===== src/rtl/spi_pkg.sv =====
// Shared definitions for the SPI responder: FSM state encodings, SPI mode
// constants and the bit-counter width.
package spi_pkg;

  // Bit counter width; wide enough to hold DL up to 16 without wrapping.
  localparam int CNT_W = 5;

  // One-hot FSM encodings.
  typedef enum logic [4:0] {
    ST_IDLE   = 5'b00001,
    ST_SELECT = 5'b00010,
    ST_SHIFT  = 5'b00100,
    ST_DONE   = 5'b01000,
    ST_WAIT   = 5'b10000
  } state_e;

  // SPI modes as {CPOL, CPHA}.
  localparam logic [1:0] MODE0 = 2'b00;
  localparam logic [1:0] MODE1 = 2'b01;
  localparam logic [1:0] MODE2 = 2'b10;
  localparam logic [1:0] MODE3 = 2'b11;

endpackage


===== src/rtl/spi_slave_sync_edge.sv =====
// sync_edge: STAGES-deep synchronizer with edge pulses. The pulses are decoded
// from the last synchronizer flop and a one-flop history, so they are
// glitch-free and last exactly one clk.
module sync_edge
  import spi_pkg::*;
#(
  parameter int   STAGES  = 2,
  parameter logic RST_VAL = 1'b0
) (
  input  logic clk,
  input  logic rst,
  input  logic d,
  output logic q,
  output logic rise,
  output logic fall
);

  logic [STAGES-1:0] sync_q, sync_d;
  logic              prev_q, prev_d;

  // Next values of the synchronizer chain and its history flop.
  always_comb begin
    sync_d = {sync_q[STAGES-2:0], d};
    prev_d = sync_q[STAGES-1];
  end

  // Chain and history registers; reset to the line's idle level.
  always_ff @(posedge clk or posedge rst) begin
    if (rst) begin
      sync_q <= {STAGES{RST_VAL}};
      prev_q <= RST_VAL;
    end else begin
      sync_q <= sync_d;
      prev_q <= prev_d;
    end
  end

  assign q    = sync_q[STAGES-1];
  assign rise =  q & ~prev_q;
  assign fall = ~q &  prev_q;

endmodule


===== src/rtl/spi_slave.sv =====
// spi_slave: SPI responder, DL-bit MSB-first full-duplex frames, CPOL/CPHA
// configurable. All SPI pins are synchronized into clk.
// Optional build macro SPI_SLAVE_OVERRUN_EN adds the sticky rx_overrun output.
module spi_slave
  import spi_pkg::*;
#(
  parameter int   DL          = 8,
  parameter logic CPOL        = 1'b1,
  parameter logic CPHA        = 1'b1,
  parameter int   SYNC_STAGES = 2
) (
  input  logic          clk,
  input  logic          rst,
  input  logic          sclk,
  input  logic          cs_n,
  input  logic          mosi,
  output logic          miso,
  output logic          miso_oe,
  input  logic [DL-1:0] transmit_data,
  output logic          ready,
  output logic [DL-1:0] received_data,
  output logic          rx_valid,
  input  logic          rx_ack
`ifdef SPI_SLAVE_OVERRUN_EN
  ,
  output logic          rx_overrun
`endif
);

  localparam logic [CNT_W-1:0] CNT_MAX = CNT_W'(DL);

  logic sclk_s, sclk_rise, sclk_fall;
  logic cs_s, cs_rise, cs_fall;
  logic lead, trail, sample_edge, shift_edge;

  state_e               state_q, state_d;
  logic [CNT_W-1:0]     cnt_q, cnt_d, cnt_inc;
  logic [DL-1:0]        tx_shift_q, tx_shift_d;
  logic [DL-1:0]        rx_shift_q, rx_shift_d;
  logic [DL-1:0]        rx_data_q, rx_data_d;
  logic                 rx_valid_q, rx_valid_d;
  logic                 first_q, first_d;
  logic [SYNC_STAGES-1:0] mosi_sync_q, mosi_sync_d;
  logic                 mosi_s;

  sync_edge #(.STAGES(SYNC_STAGES), .RST_VAL(CPOL)) u_sclk_sync (
    .clk(clk), .rst(rst), .d(sclk), .q(sclk_s), .rise(sclk_rise), .fall(sclk_fall)
  );

  sync_edge #(.STAGES(SYNC_STAGES), .RST_VAL(1'b1)) u_cs_sync (
    .clk(clk), .rst(rst), .d(cs_n), .q(cs_s), .rise(cs_rise), .fall(cs_fall)
  );

  // Leading edge moves sclk away from CPOL, trailing edge returns to it.
  assign lead        = (sclk_rise | sclk_fall) & (sclk_s != CPOL);
  assign trail       = (sclk_rise | sclk_fall) & (sclk_s == CPOL);
  assign sample_edge = CPHA ? trail : lead;
  assign shift_edge  = CPHA ? lead : trail;
  assign cnt_inc     = (cnt_q >= CNT_MAX) ? CNT_MAX : cnt_q + CNT_W'(1);

  // mosi needs no edge detection, only the synchronizer chain.
  always_comb begin
    mosi_sync_d = {mosi_sync_q[SYNC_STAGES-2:0], mosi};
  end
  assign mosi_s = mosi_sync_q[SYNC_STAGES-1];

  // Frame FSM, shift registers, bit counter and receive handshake.
  always_comb begin
    state_d    = state_q;
    cnt_d      = cnt_q;
    tx_shift_d = tx_shift_q;
    rx_shift_d = rx_shift_q;
    rx_data_d  = rx_data_q;
    rx_valid_d = rx_valid_q;
    first_d    = first_q;
    if (rx_ack) rx_valid_d = 1'b0;
    case (state_q)
      ST_IDLE: begin
        if (cs_fall) state_d = ST_SELECT;
      end
      ST_SELECT: begin
        tx_shift_d = transmit_data;
        rx_shift_d = '0;
        cnt_d      = '0;
        first_d    = 1'b1;
        state_d    = ST_SHIFT;
      end
      ST_SHIFT: begin
        if (cs_rise) begin
          // Abort: the partial frame is dropped, received_data untouched.
          state_d = ST_IDLE;
        end else begin
          if (shift_edge) begin
            // In CPHA=1 the first leading edge only starts the frame.
            if (CPHA && first_q) first_d = 1'b0;
            else tx_shift_d = {tx_shift_q[DL-2:0], 1'b0};
          end
          if (sample_edge) begin
            rx_shift_d = {rx_shift_q[DL-2:0], mosi_s};
            cnt_d      = cnt_inc;
            if (cnt_inc == CNT_MAX) state_d = ST_DONE;
          end
        end
      end
      ST_DONE: begin
        // Completion beats a coincident rx_ack.
        rx_data_d  = rx_shift_q;
        rx_valid_d = 1'b1;
        state_d    = ST_WAIT;
      end
      ST_WAIT: begin
        if (cs_s) state_d = ST_IDLE;
      end
      default: state_d = ST_IDLE;
    endcase
  end

  // State and datapath registers.
  always_ff @(posedge clk or posedge rst) begin
    if (rst) begin
      state_q     <= ST_IDLE;
      cnt_q       <= '0;
      tx_shift_q  <= '0;
      rx_shift_q  <= '0;
      rx_data_q   <= '0;
      rx_valid_q  <= 1'b0;
      first_q     <= 1'b0;
      mosi_sync_q <= '0;
    end else begin
      state_q     <= state_d;
      cnt_q       <= cnt_d;
      tx_shift_q  <= tx_shift_d;
      rx_shift_q  <= rx_shift_d;
      rx_data_q   <= rx_data_d;
      rx_valid_q  <= rx_valid_d;
      first_q     <= first_d;
      mosi_sync_q <= mosi_sync_d;
    end
  end

`ifdef SPI_SLAVE_OVERRUN_EN
  logic overrun_q, overrun_d;

  // Sticky flag: a frame landed on an unconsumed word.
  always_comb begin
    overrun_d = overrun_q;
    if ((state_q == ST_DONE) && rx_valid_q && !rx_ack) overrun_d = 1'b1;
    else if (rx_ack && !rx_valid_d)                     overrun_d = 1'b0;
  end

  // Overrun flag register.
  always_ff @(posedge clk or posedge rst) begin
    if (rst) overrun_q <= 1'b0;
    else     overrun_q <= overrun_d;
  end

  assign rx_overrun = overrun_q;
`endif

  // In SELECT the word is not yet in tx_shift, so present its MSB directly.
  assign miso_oe       = (state_q != ST_IDLE);
  assign ready         = (state_q == ST_IDLE);
  assign miso          = (state_q == ST_SELECT) ? transmit_data[DL-1]
                                                : (miso_oe & tx_shift_q[DL-1]);
  assign received_data = rx_data_q;
  assign rx_valid      = rx_valid_q;

endmodule

===== config.mk =====
export PLATFORM = sky130hd
export DESIGN_NAME = spi_slave
export DESIGN_NICKNAME = d
export VERILOG_FILES = /design/src/rtl/spi_pkg.sv /design/src/rtl/spi_slave_sync_edge.sv /design/src/rtl/spi_slave.sv
export SDC_FILE = /design/constraint.sdc
export NUM_CORES = 1
export LEC_CHECK = 0
export ABC_AREA = 0
export ABC_CLOCK_PERIOD_IN_PS = 4280
export CAP_MARGIN = 20
export CORE_ASPECT_RATIO = 1.25
export CORE_MARGIN = 2
export CORE_UTILIZATION = 50
export DETAILED_ROUTE_END_ITERATION = 6
export GPL_ROUTABILITY_DRIVEN = 0
export PLACE_DENSITY = 0.85
export SLEW_MARGIN = 20
export SYNTH_ARGS = -nofsm -noshare
export SYNTH_HDL_FRONTEND = slang
export SYNTH_SLANG_ARGS = --single-unit
export TNS_END_PERCENT = 20

===== constraint.sdc =====
create_clock -name clk -period 4.28 [get_ports clk]
set_input_delay 0.856 -clock clk [delete_from_list [all_inputs] [get_ports clk]]
set_output_delay 0.856 -clock clk [all_outputs]
set_load 0.03 [all_outputs]

==> summary.txt <==
Worst setup path
  • Critical path, cell by cell: or3_1 > nor3b_2 > nor2_1 > a22o_1 > clkdlybuf4s50_1
  • Bufs and invs on worst path: 1
  • CP max stage delay: roughly 0.58 ns
  • Top delay family on crit path: simple AND/OR/NAND/NOR gates
  • CP arrival: about 2.6 ns
  • Critical path class: flop to primary output
  • CP Max Fanout: 8
  • Worst path required time: 3.42 ns
  • CP startpoint kind: flop
  • Endpoint class of the critical path: primary output
  • Slowest CP cell: clkdlybuf4s50_1

STA
  • Tcrit/Tclk final: about four fifths
  • RSZ-0062 raised after global routing: false
  • Slew Limit Fails: 0
  • Worst-Margin Slew: around 0.75 ns
  • Final Hold Fails: 0
  • # setup viols final: 0
  • Clk_skew: 0.00320 ns
  • Setup TNS: 0 ns
  • Maximum clock rate: between 200 and 300 MHz
  • Period minus WS final: around 3.4 ns
  • Slew HR: approximately half

Flow run
  • Max_cap viols: 0

Synthesis
  • Post-synthesis average cell area: around 12 µm²
  • Top cell type's share of synthesized area: between 50 and 60%
  • Primary FF master, synth: dfrtp_1
  • Post-Synthesis Cell Area: about 1800 µm²
  • Sequential share of the synthesized area: between 60% and 70%
  • Post-Syn Nets: 170
  • Yosys top cell by area: dfrtp_1
  • Post-synth EDFFs: 0
  • Synth warn: 0
  • Synth async-reset ratio: 100%
  • Syn Inst Count: 154
  • Post-synth cell types: 41
  • Top post-synthesis cells by area: dfrtp_1 50%, dfstp_2 10%, a22o_1 5.2%
  • Register bit total from synthesis: 44

Floorplan
  • Initial Util: between 50% and 60%
  • Io pins: 26
  • Core Area: ~3500 µm²
  • Core Rows: 24
  • Die height: a little over 70 µm
  • Die X: between 50 and 60 µm
  • DIE AREA: approximately 4200 µm²

Global routing
  • First-pass GRT wire length: slightly below 6 mm
  • Tot GR Track Use: 18.8%
  • Antenna violations before repair: 0
  • Largest net degree at the start of global routing: 30
  • Vias in the first global route: ~1,400
  • GRT overflow: 0

Cells and area
  • Share of layout cells above drive strength 1: ~18%
  • Synth-to-layout area growth: 20.0%
  • Most frequent cells in the layout: 37 x dfrtp_1, 25 x clkdlybuf4s50_1, 16 x nand2_1, 12 x nor2_1, 11 x a22o_1
  • Nets: 199
  • Post-route insts no fill: roughly 220
  • Most common cell after layout, fill and taps aside: dfrtp_1
  • Diode count: 0

Clocking
  • Post-CTS Resized: 0
  • H-tree Lvls: 2
  • Clock Root Buffer: clkbuf_8
  • CTS tree: done
  • Clock sinks: 44
  • Post-CTS setup buffers: 0
  • CTS Buf Count: 5
  • Skew-Pair Late Insertion Delay: roughly 0.29 ns
  • Clk buf depth: 2
  • CTS Hold Bufs: 0
  • Clock transition at path regs: 0.07 ns

Detailed routing
  • Vias per inst: between 5 and 6
  • 1st-iter DRT viols: ~110
  • Drt first pass iters: 5
  • DRT antenna net count: 0
  • Routed WL per cell: 15.5 µm
  • Vias: roughly 1,300
  • Post-Route WL: ~3.5 mm
  • # DRC: 0

Pwr
  • Power density cells: between 500 and 600 nW/µm²
  • Static Leak: between 1 and 1.5 nW
  • Worst IR Drop VDD: 0.000377 V

Placed design
  • Port bufs: 25
  • Placed cells: roughly 220

Status
  • Run status: complete, no violations

Hold path
  • Worst hold-check path type: flop to flop
-- path summary, 6_finish.rpt --
| check | from | endpoint | slack [ns] | cells past startpoint |
|---|---|---|---|---|
| setup reg to reg | state_q[2] | cnt_q[1] | 2.18 | 4 |
| hold / removal | u_cs_sync.sync_q[0] | u_cs_sync.sync_q[1] | 0.36 | 0 |
| setup / recovery | state_q[2] | miso | 0.85 | 5 |
| min in group asynchronous | rst | rx_valid | 0.94 | 2 |
| max in group asynchronous | rst | state_q[0] | 2.64 | 3 |
| hold reg to reg | u_cs_sync.sync_q[0] | u_cs_sync.sync_q[1] | 0.36 | 0 |
-- flip-flops by register name (all words and copies together), names as in the netlist, 2 cells and up --
name / flops
cnt_q: 5
mosi_sync_q: 2
received_data: 8
rx_shift_q: 8
state_q: 5
tx_shift_q: 8
u_cs_sync.sync_q: 2
u_sclk_sync.sync_q: 2
-- per-stage QoR --
| step | hold WS [ns] | worst slack [ns] | power [mW] | util, % | cell area (µm²) |
|---|---|---|---|---|---|
| 2_1_floorplan | 0.331 | 1.58 | 0.827 | - | 1840 |
| 3_3_place_gp | 0.339 | 1.28 | 0.905 | 60.5 | 2120 |
| 3_5_place_dp | 0.337 | 1.19 | 0.935 | 60.5 | 2120 |
| 4_1_cts | 0.357 | 0.862 | 1.18 | 62.7 | 2200 |
| 5_1_grt | 0.366 | 0.672 | 1.24 | 62.7 | 2200 |
| 6_report | 0.357 | 0.848 | 1.18 | 62.7 | 2200 |
-- synth_stat cells (2+ instances only) --
cell and n:
dfrtp_1 37, nand2_1 16, nor2_1 12, a22o_1 11
inv_1 9, mux2_2 8, dfstp_2 7, a31oi_1 5
a21oi_1 4, clkbuf_1 4, o21ai_0 4, nand2b_1 3
ha_1 2, nand3_1 2, nand3b_1 2, nor3b_1 2
nor4_1 2
-- power breakdown --
group          switching [mW]  internal (mW)
Sequential             0.0530          0.489
Combinational           0.223          0.169
Clock                   0.126          0.116
-- metal layers --
layer	vias up	part of all wire (%)	wire length [µm]	track usage [%]
li1	599	-	-	-
met1	627	41	1420	22.8
met2	47	51	1760	30.4
met3	14	4.6	158	3.79
met4	0	3.3	115	11.9
met5	-	0	0	0
-- area by class of cell --
type | instances | area (µm²)
timing repair buffer | 27 | 265
fill | 293 | 1310
multi-input combinational | 96 | 667
clock buffer | 8 | 80.1
sequential | 44 | 1110
tap | 39 | 48.8
inverter | 9 | 33.8
-- cells by family (layout without fill, tap and decap cells) --
logic type | count (synthesis) | in the layout | synth area share (%)
flip-flops | 44 | 44 | 60.4
AO/OA/AOI/OAI | 34 | 34 | 14.7
buffers and inverters | 14 | 44 | 3.27
adder cells (fa/ha/maj) | 2 | 2 | 1.36
AND/OR/NAND/NOR | 52 | 52 | 15.3
multiplexers | 8 | 8 | 4.90
No activity file was read; power rests on OpenSTA's default activity.
